===== src/rtl/spi_frame_rx.sv =====
// spi_frame_rx
//   SPI (mode 0) receive front end. Synchronizes raw SCLK/COPI/nCS into the
//   clk domain, shifts in 16-bit MSB-first frames and qualifies them.
//   Legal writes produce a one-cycle frame_valid strobe with address/data.
//   Reads are dropped silently. Malformed frames and unmapped addresses
//   produce a one-cycle frame_err strobe.
// Ports:
//   clk, rst     : system clock, asynchronous active-high reset
//   sclk/copi/ncs: raw SPI pins (nCS active-low)
//   frame_valid  : accepted-write strobe
//   frame_addr   : address of last accepted frame (held)
//   frame_data   : data of last accepted frame (held)
//   frame_err    : rejected-frame strobe
//   busy         : synchronized nCS is low
module spi_frame_rx #(
  parameter int unsigned NUM_REGS = 5
) (
  input  logic       clk,
  input  logic       rst,
  input  logic       sclk,
  input  logic       copi,
  input  logic       ncs,
  output logic       frame_valid,
  output logic [6:0] frame_addr,
  output logic [7:0] frame_data,
  output logic       frame_err,
  output logic       busy
);

  typedef enum logic {
    IDLE,
    SHIFT
  } state_e;

  state_e state_q, state_d;

  // Bit 0 = s1, bit 1 = s2, bit 2 = s3 (edge register).
  logic [2:0] sclk_sync_q, sclk_sync_d;
  logic [2:0] ncs_sync_q,  ncs_sync_d;
  logic [1:0] copi_sync_q, copi_sync_d;

  logic [1:0]  settle_q, settle_d;
  logic        armed_q, armed_d;
  logic [15:0] shreg_q, shreg_d;
  logic [4:0]  bitcnt_q, bitcnt_d;
  logic        frame_valid_q, frame_valid_d;
  logic        frame_err_q, frame_err_d;
  logic [6:0]  frame_addr_q, frame_addr_d;
  logic [7:0]  frame_data_q, frame_data_d;

  logic sclk_s2, sclk_s3, ncs_s2, ncs_s3, copi_s2;
  logic sclk_rise, ncs_fall, ncs_rise, ncs_fall_ok, addr_ok;

  assign sclk_s2 = sclk_sync_q[1];
  assign sclk_s3 = sclk_sync_q[2];
  assign ncs_s2  = ncs_sync_q[1];
  assign ncs_s3  = ncs_sync_q[2];
  assign copi_s2 = copi_sync_q[1];

  assign sclk_rise = sclk_s2 & ~sclk_s3;
  assign ncs_fall  = ~ncs_s2 & ncs_s3;
  assign ncs_rise  = ncs_s2 & ~ncs_s3;

  // The nCS chain resets to 1, so a pin held low across reset release would
  // look like a falling edge once real samples arrive. Starting a frame is
  // therefore only allowed after the chain has been flushed with real samples
  // (settle count) and nCS has then been seen high at least once.
  assign ncs_fall_ok = ncs_fall & armed_q;

  assign addr_ok = ({25'd0, shreg_q[14:8]} < NUM_REGS);

  // Synchronizers and arming logic
  always_comb begin
    sclk_sync_d = {sclk_sync_q[1:0], sclk};
    ncs_sync_d  = {ncs_sync_q[1:0], ncs};
    copi_sync_d = {copi_sync_q[0], copi};
    settle_d    = (settle_q == 2'd3) ? settle_q : settle_q + 2'd1;
    armed_d     = armed_q | ((settle_q == 2'd3) & ncs_s2);
  end

  // State register
  always_ff @(posedge clk or posedge rst) begin
    if (rst) begin
      state_q <= IDLE;
    end else begin
      state_q <= state_d;
    end
  end

  // Next-state logic
  always_comb begin
    state_d = state_q;
    case (state_q)
      IDLE:    if (ncs_fall_ok) state_d = SHIFT;
      SHIFT:   if (ncs_rise)    state_d = IDLE;
      default: state_d = IDLE;
    endcase
  end

  // Output / datapath logic
  always_comb begin
    shreg_d       = shreg_q;
    bitcnt_d      = bitcnt_q;
    frame_valid_d = 1'b0;
    frame_err_d   = 1'b0;
    frame_addr_d  = frame_addr_q;
    frame_data_d  = frame_data_q;
    case (state_q)
      IDLE: begin
        if (ncs_fall_ok) begin
          shreg_d  = '0;
          bitcnt_d = '0;
        end
      end
      SHIFT: begin
        if (ncs_rise) begin
          if (bitcnt_q != 5'd16) begin
            frame_err_d = 1'b1;
          end else if (shreg_q[15]) begin
            if (addr_ok) begin
              frame_valid_d = 1'b1;
              frame_addr_d  = shreg_q[14:8];
              frame_data_d  = shreg_q[7:0];
            end else begin
              frame_err_d = 1'b1;
            end
          end
        end else if (sclk_rise && !ncs_s2) begin
          shreg_d = {shreg_q[14:0], copi_s2};
          if (bitcnt_q != 5'd17) bitcnt_d = bitcnt_q + 5'd1;
        end
      end
      default: ;
    endcase
  end

  always_ff @(posedge clk or posedge rst) begin
    if (rst) begin
      sclk_sync_q   <= '0;
      copi_sync_q   <= '0;
      ncs_sync_q    <= '1;
      settle_q      <= '0;
      armed_q       <= 1'b0;
      shreg_q       <= '0;
      bitcnt_q      <= '0;
      frame_valid_q <= 1'b0;
      frame_err_q   <= 1'b0;
      frame_addr_q  <= '0;
      frame_data_q  <= '0;
    end else begin
      sclk_sync_q   <= sclk_sync_d;
      copi_sync_q   <= copi_sync_d;
      ncs_sync_q    <= ncs_sync_d;
      settle_q      <= settle_d;
      armed_q       <= armed_d;
      shreg_q       <= shreg_d;
      bitcnt_q      <= bitcnt_d;
      frame_valid_q <= frame_valid_d;
      frame_err_q   <= frame_err_d;
      frame_addr_q  <= frame_addr_d;
      frame_data_q  <= frame_data_d;
    end
  end

  assign frame_valid = frame_valid_q;
  assign frame_err   = frame_err_q;
  assign frame_addr  = frame_addr_q;
  assign frame_data  = frame_data_q;
  assign busy        = ~ncs_s2;

endmodule


===== config.mk =====
export PLATFORM = sky130hd
export DESIGN_NAME = spi_frame_rx
export DESIGN_NICKNAME = d
export VERILOG_FILES = /design/src/rtl/spi_frame_rx.sv
export SDC_FILE = /design/constraint.sdc
export NUM_CORES = 1
export LEC_CHECK = 0
export ABC_CLOCK_PERIOD_IN_PS = 1600
export CORE_MARGIN = 4
export CORE_UTILIZATION = 50
export CTS_CLUSTER_DIAMETER = 100
export DETAILED_ROUTE_END_ITERATION = 12
export GPL_TIMING_DRIVEN = 0
export HOLD_SLACK_MARGIN = 0.12
export PLACE_DENSITY = 0.75
export SYNTH_ARGS = -nofsm -noshare
export SYNTH_HDL_FRONTEND = slang
export SYNTH_SLANG_ARGS = --single-unit

===== constraint.sdc =====
create_clock -name clk -period 1.6 [get_ports clk]
set_input_delay 0.32 -clock clk [delete_from_list [all_inputs] [get_ports clk]]
set_output_delay 0.32 -clock clk [all_outputs]
set_load 0.1 [all_outputs]

==> flow_summary.toml <==
[clock_network]
numCtsBuffers = 5
tritoncts_num_sinks = 50
cts.root.buffer_cell = "sky130_fd_sc_hd__clkbuf_8"
cts-htree-levels = 2
clk_path_buf_depth = 2
clkSlewWorstSetupHoldPaths_ns = 0.09
tritoncts = "yes"
clock_latency_ns = 0.32

[power]
cellLeakagePower_nw = 1.24
total_power_mw = 2.83
cellPowerDensity_nw_per_um2 = 1000
worst_case_vdd_ir_drop_mv = 0.722

[timing]
finalHoldViolations = 0
finalWorstPathRequiredPeriod_ns = 1.67
grt_setup_unrepaired = "true"
worst_clock_skew_ns = 0.0155
fin_crit_sh_pct = 104
fmax_mhz = 601
timing.final.setup_violations = 14
slew_headroom_pct = 63.5
final_max_slew_viol_count = 0
worst_pin_slew_ns = 0.550
timing.final.ws_setup_ns = -0.0650
fin_tns_setup_ns = -0.457

[worst_setup_path]
worstSetupEndpointType = "flop"
timing_worst_setup_path_type = "flop to flop"
critical_path.cell_chain = "inv_2 > ha_4 > and4bb_2 > nand4_4 > buf_8 > mux2_4"
critical_path.max_fanout = 5
crit_path_start_kind = "flop"
critical_path_required_ns = 1.80
critical_path.max_stage_delay_ns = 0.41
worst_ep_arrival_time_ns = 1.86
slowest_stage = "sky130_fd_sc_hd__dfrtp_1"

[place]
portBuffers = 22
placedCellCount = 246
placement.setup.worst_slack_ns = -0.593
dpl_cell_area_um2 = 2490
dp_hpwl_um = 2740
place_congestion = 0.864

[synth]
ys.warnings.count = 0
synth_sequential_area_ratio_pct = 57.6
synth_cell_type_count = 36
synth_flop_cell = "sky130_fd_sc_hd__dfrtp_1"
ys_async_sr_fraction_pct = 100
mappedNetlistNets = 182
avgSynthCellArea_um2 = 12.6
netlist.top_cell.by_area = "sky130_fd_sc_hd__dfrtp_1"
synth_enable_flop_cells = 0
synthDominantCellAreaShare_pct = 54.0
yosys-top-cells-area = "sky130_fd_sc_hd__dfrtp_1 (54%), sky130_fd_sc_hd__mux2i_1 (7.4%), sky130_fd_sc_hd__inv_1 (3.8%), sky130_fd_sc_hd__dfstp_2 (3.6%), sky130_fd_sc_hd__mux2_2 (3.6%)"
synthesis.instances = 173
synth.cell_area_um2 = 2180
synth-seq-cells = 50

[layout]
antenna_cells_inserted = 0
finish.cell_count_without_fillers = 268
area_growth_syn_to_layout_pct = 29.8
most_frequent_standard_cell_in_the_layout_excluding_fill_and_tap_cells = "sky130_fd_sc_hd__dfrtp_1"
most-common-layout-cells = "sky130_fd_sc_hd__dfrtp_1 (47), sky130_fd_sc_hd__nand2_1 (19), sky130_fd_sc_hd__inv_1 (18)"
drive_above_1_share_pct = 36.2
design_area_um2 = 2830
design.final.nets = 226

[global_route]
first_global_vias = 1422
grt_pass1_wl_um = 6950
groute.usage.overall_pct = 16.9
grt_overflow = 0
grt_start_max_net_pins = 37
antenna_violations_before_repair = 0

[die]
core_box_area_um2 = 4120
fp.dieH_um = 74.0
chipWidth_um = 74.0
floorplan.initialDensity_pct = 52.9
design.portCount = 23
placementRows = 23
die-area_um2 = 5470

[drt]
detailedRoute.firstPassIterationCount = 4
route.detailed.vias_per_inst = 5.39
total_wire_length_um = 4440
detail_route.drc_violations = 0
wl_per_cell_um = 16.6
route.vias.total = 1445
first_iter_violations = 126
final_antenna_net_count = 0

[run_status]
result_of_the_run = "finished with violations"
violated_checks = "negative setup slack"

[hold_path]
min_delay_path_class = "input pin to asynchronous set/reset pin"

[run]
timing.max_cap.violations = 0
==> what timing repair did <==
action | 4_1_cts | 5_1_grt
buffers inserted | 6 | 7
pin swaps | 2 | 2
gates cloned | 1 | 0
gates resized for setup | 74 | 12
setup endpoints to repair | 41 | 36
hold buffers | 0 | 0
==> report_power, final <==
part	internal, mW	switching, mW
registers	1.35	0.0946
clock network	0.474	0.431
logic	0.239	0.247
total	2.06	0.772
==> layout make-up <==
cell class / count / area (µm²)
tap: 50 / 62.6
sequential: 50 / 1250
clock inverter: 3 / 47.5
timing repair buffer: 37 / 398
buffer: 6 / 58.8
clock buffer: 5 / 68.8
fill: 280 / 1290
inverter: 22 / 86.3
multi-input combinational: 95 / 850
==> cells in the mapped netlist, drive strengths merged (2+ instances only) <==
| cell type | instances |
|---|---|
| nand2b | 3 |
| dfstp | 3 |
| o211ai | 6 |
| o311ai | 3 |
| and2 | 4 |
| dfrtp | 47 |
| buf | 3 |
| nand4bb | 3 |
| inv | 22 |
| nand3b | 4 |
| mux2i | 16 |
| o21ai | 2 |
| nand3 | 2 |
| a21oi | 2 |
| nand2 | 19 |
| and4bb | 2 |
| mux2 | 12 |
| ha | 4 |
| clkbuf | 3 |
==> state kept, by name (all words and copies together), names as in the netlist <==
register,cells
settle_q,2
state_q,1
frame_addr,7
copi_sync_q,2
frame_err,1
frame_data,8
shreg_q,16
ncs_sync_q,3
frame_valid,1
armed_q,1
sclk_sync_q,3
bitcnt_q,5
==> cell families (layout without fill, tap and decap cells) <==
| family | Yosys count | count (layout) | synth area share [%] |
|---|---|---|---|
| buf+inv | 28 | 73 | 5.34 |
| fa+ha+maj | 4 | 4 | 2.30 |
| mux | 28 | 28 | 14.4 |
| flops | 50 | 50 | 57.6 |
| compound gates | 18 | 18 | 6.21 |
| simple gates | 44 | 44 | 13.7 |
| xor+xnor | 1 | 1 | 0.402 |
==> worst paths after layout <==
kind | startpoint | endpoint | slack, ns | cells past startpoint
min reg2reg | sclk_sync_q[0] | sclk_sync_q[1] | 0.36 | 0
max | bitcnt_q[1] | frame_addr[1] | -0.07 | 6
max reg2reg | bitcnt_q[1] | frame_addr[1] | -0.07 | 6
min | rst | bitcnt_q[1] | 0.29 | 2
min in group clk | sclk_sync_q[0] | sclk_sync_q[1] | 0.36 | 0
max in group asynchronous | rst | bitcnt_q[2] | 0.82 | 3
==> worst max-delay path: cells and delay by family, from the launching register on <==
kind	cells	cell delay (ns)
flops	1	0.41
mux	1	0.29
buf+inv	2	0.28
simple gates	2	0.43
fa+ha+maj	1	0.13
==> per-layer routing <==
layer	track usage, %	wire (µm)
met1	21.5	1920
met2	27.5	2190
met3	5.41	275
met4	5.84	58
met5	0	0
==> stage by stage <==
stage,hold slack (ns),util (%)
after global routing,0.309,68.7
final,0.291,68.7
after global placement,0.333,60.0
after CTS,0.295,66.9
after detailed placement,0.338,60.4
after floorplan,0.324,-
Power figures use the tool's default switching activity.
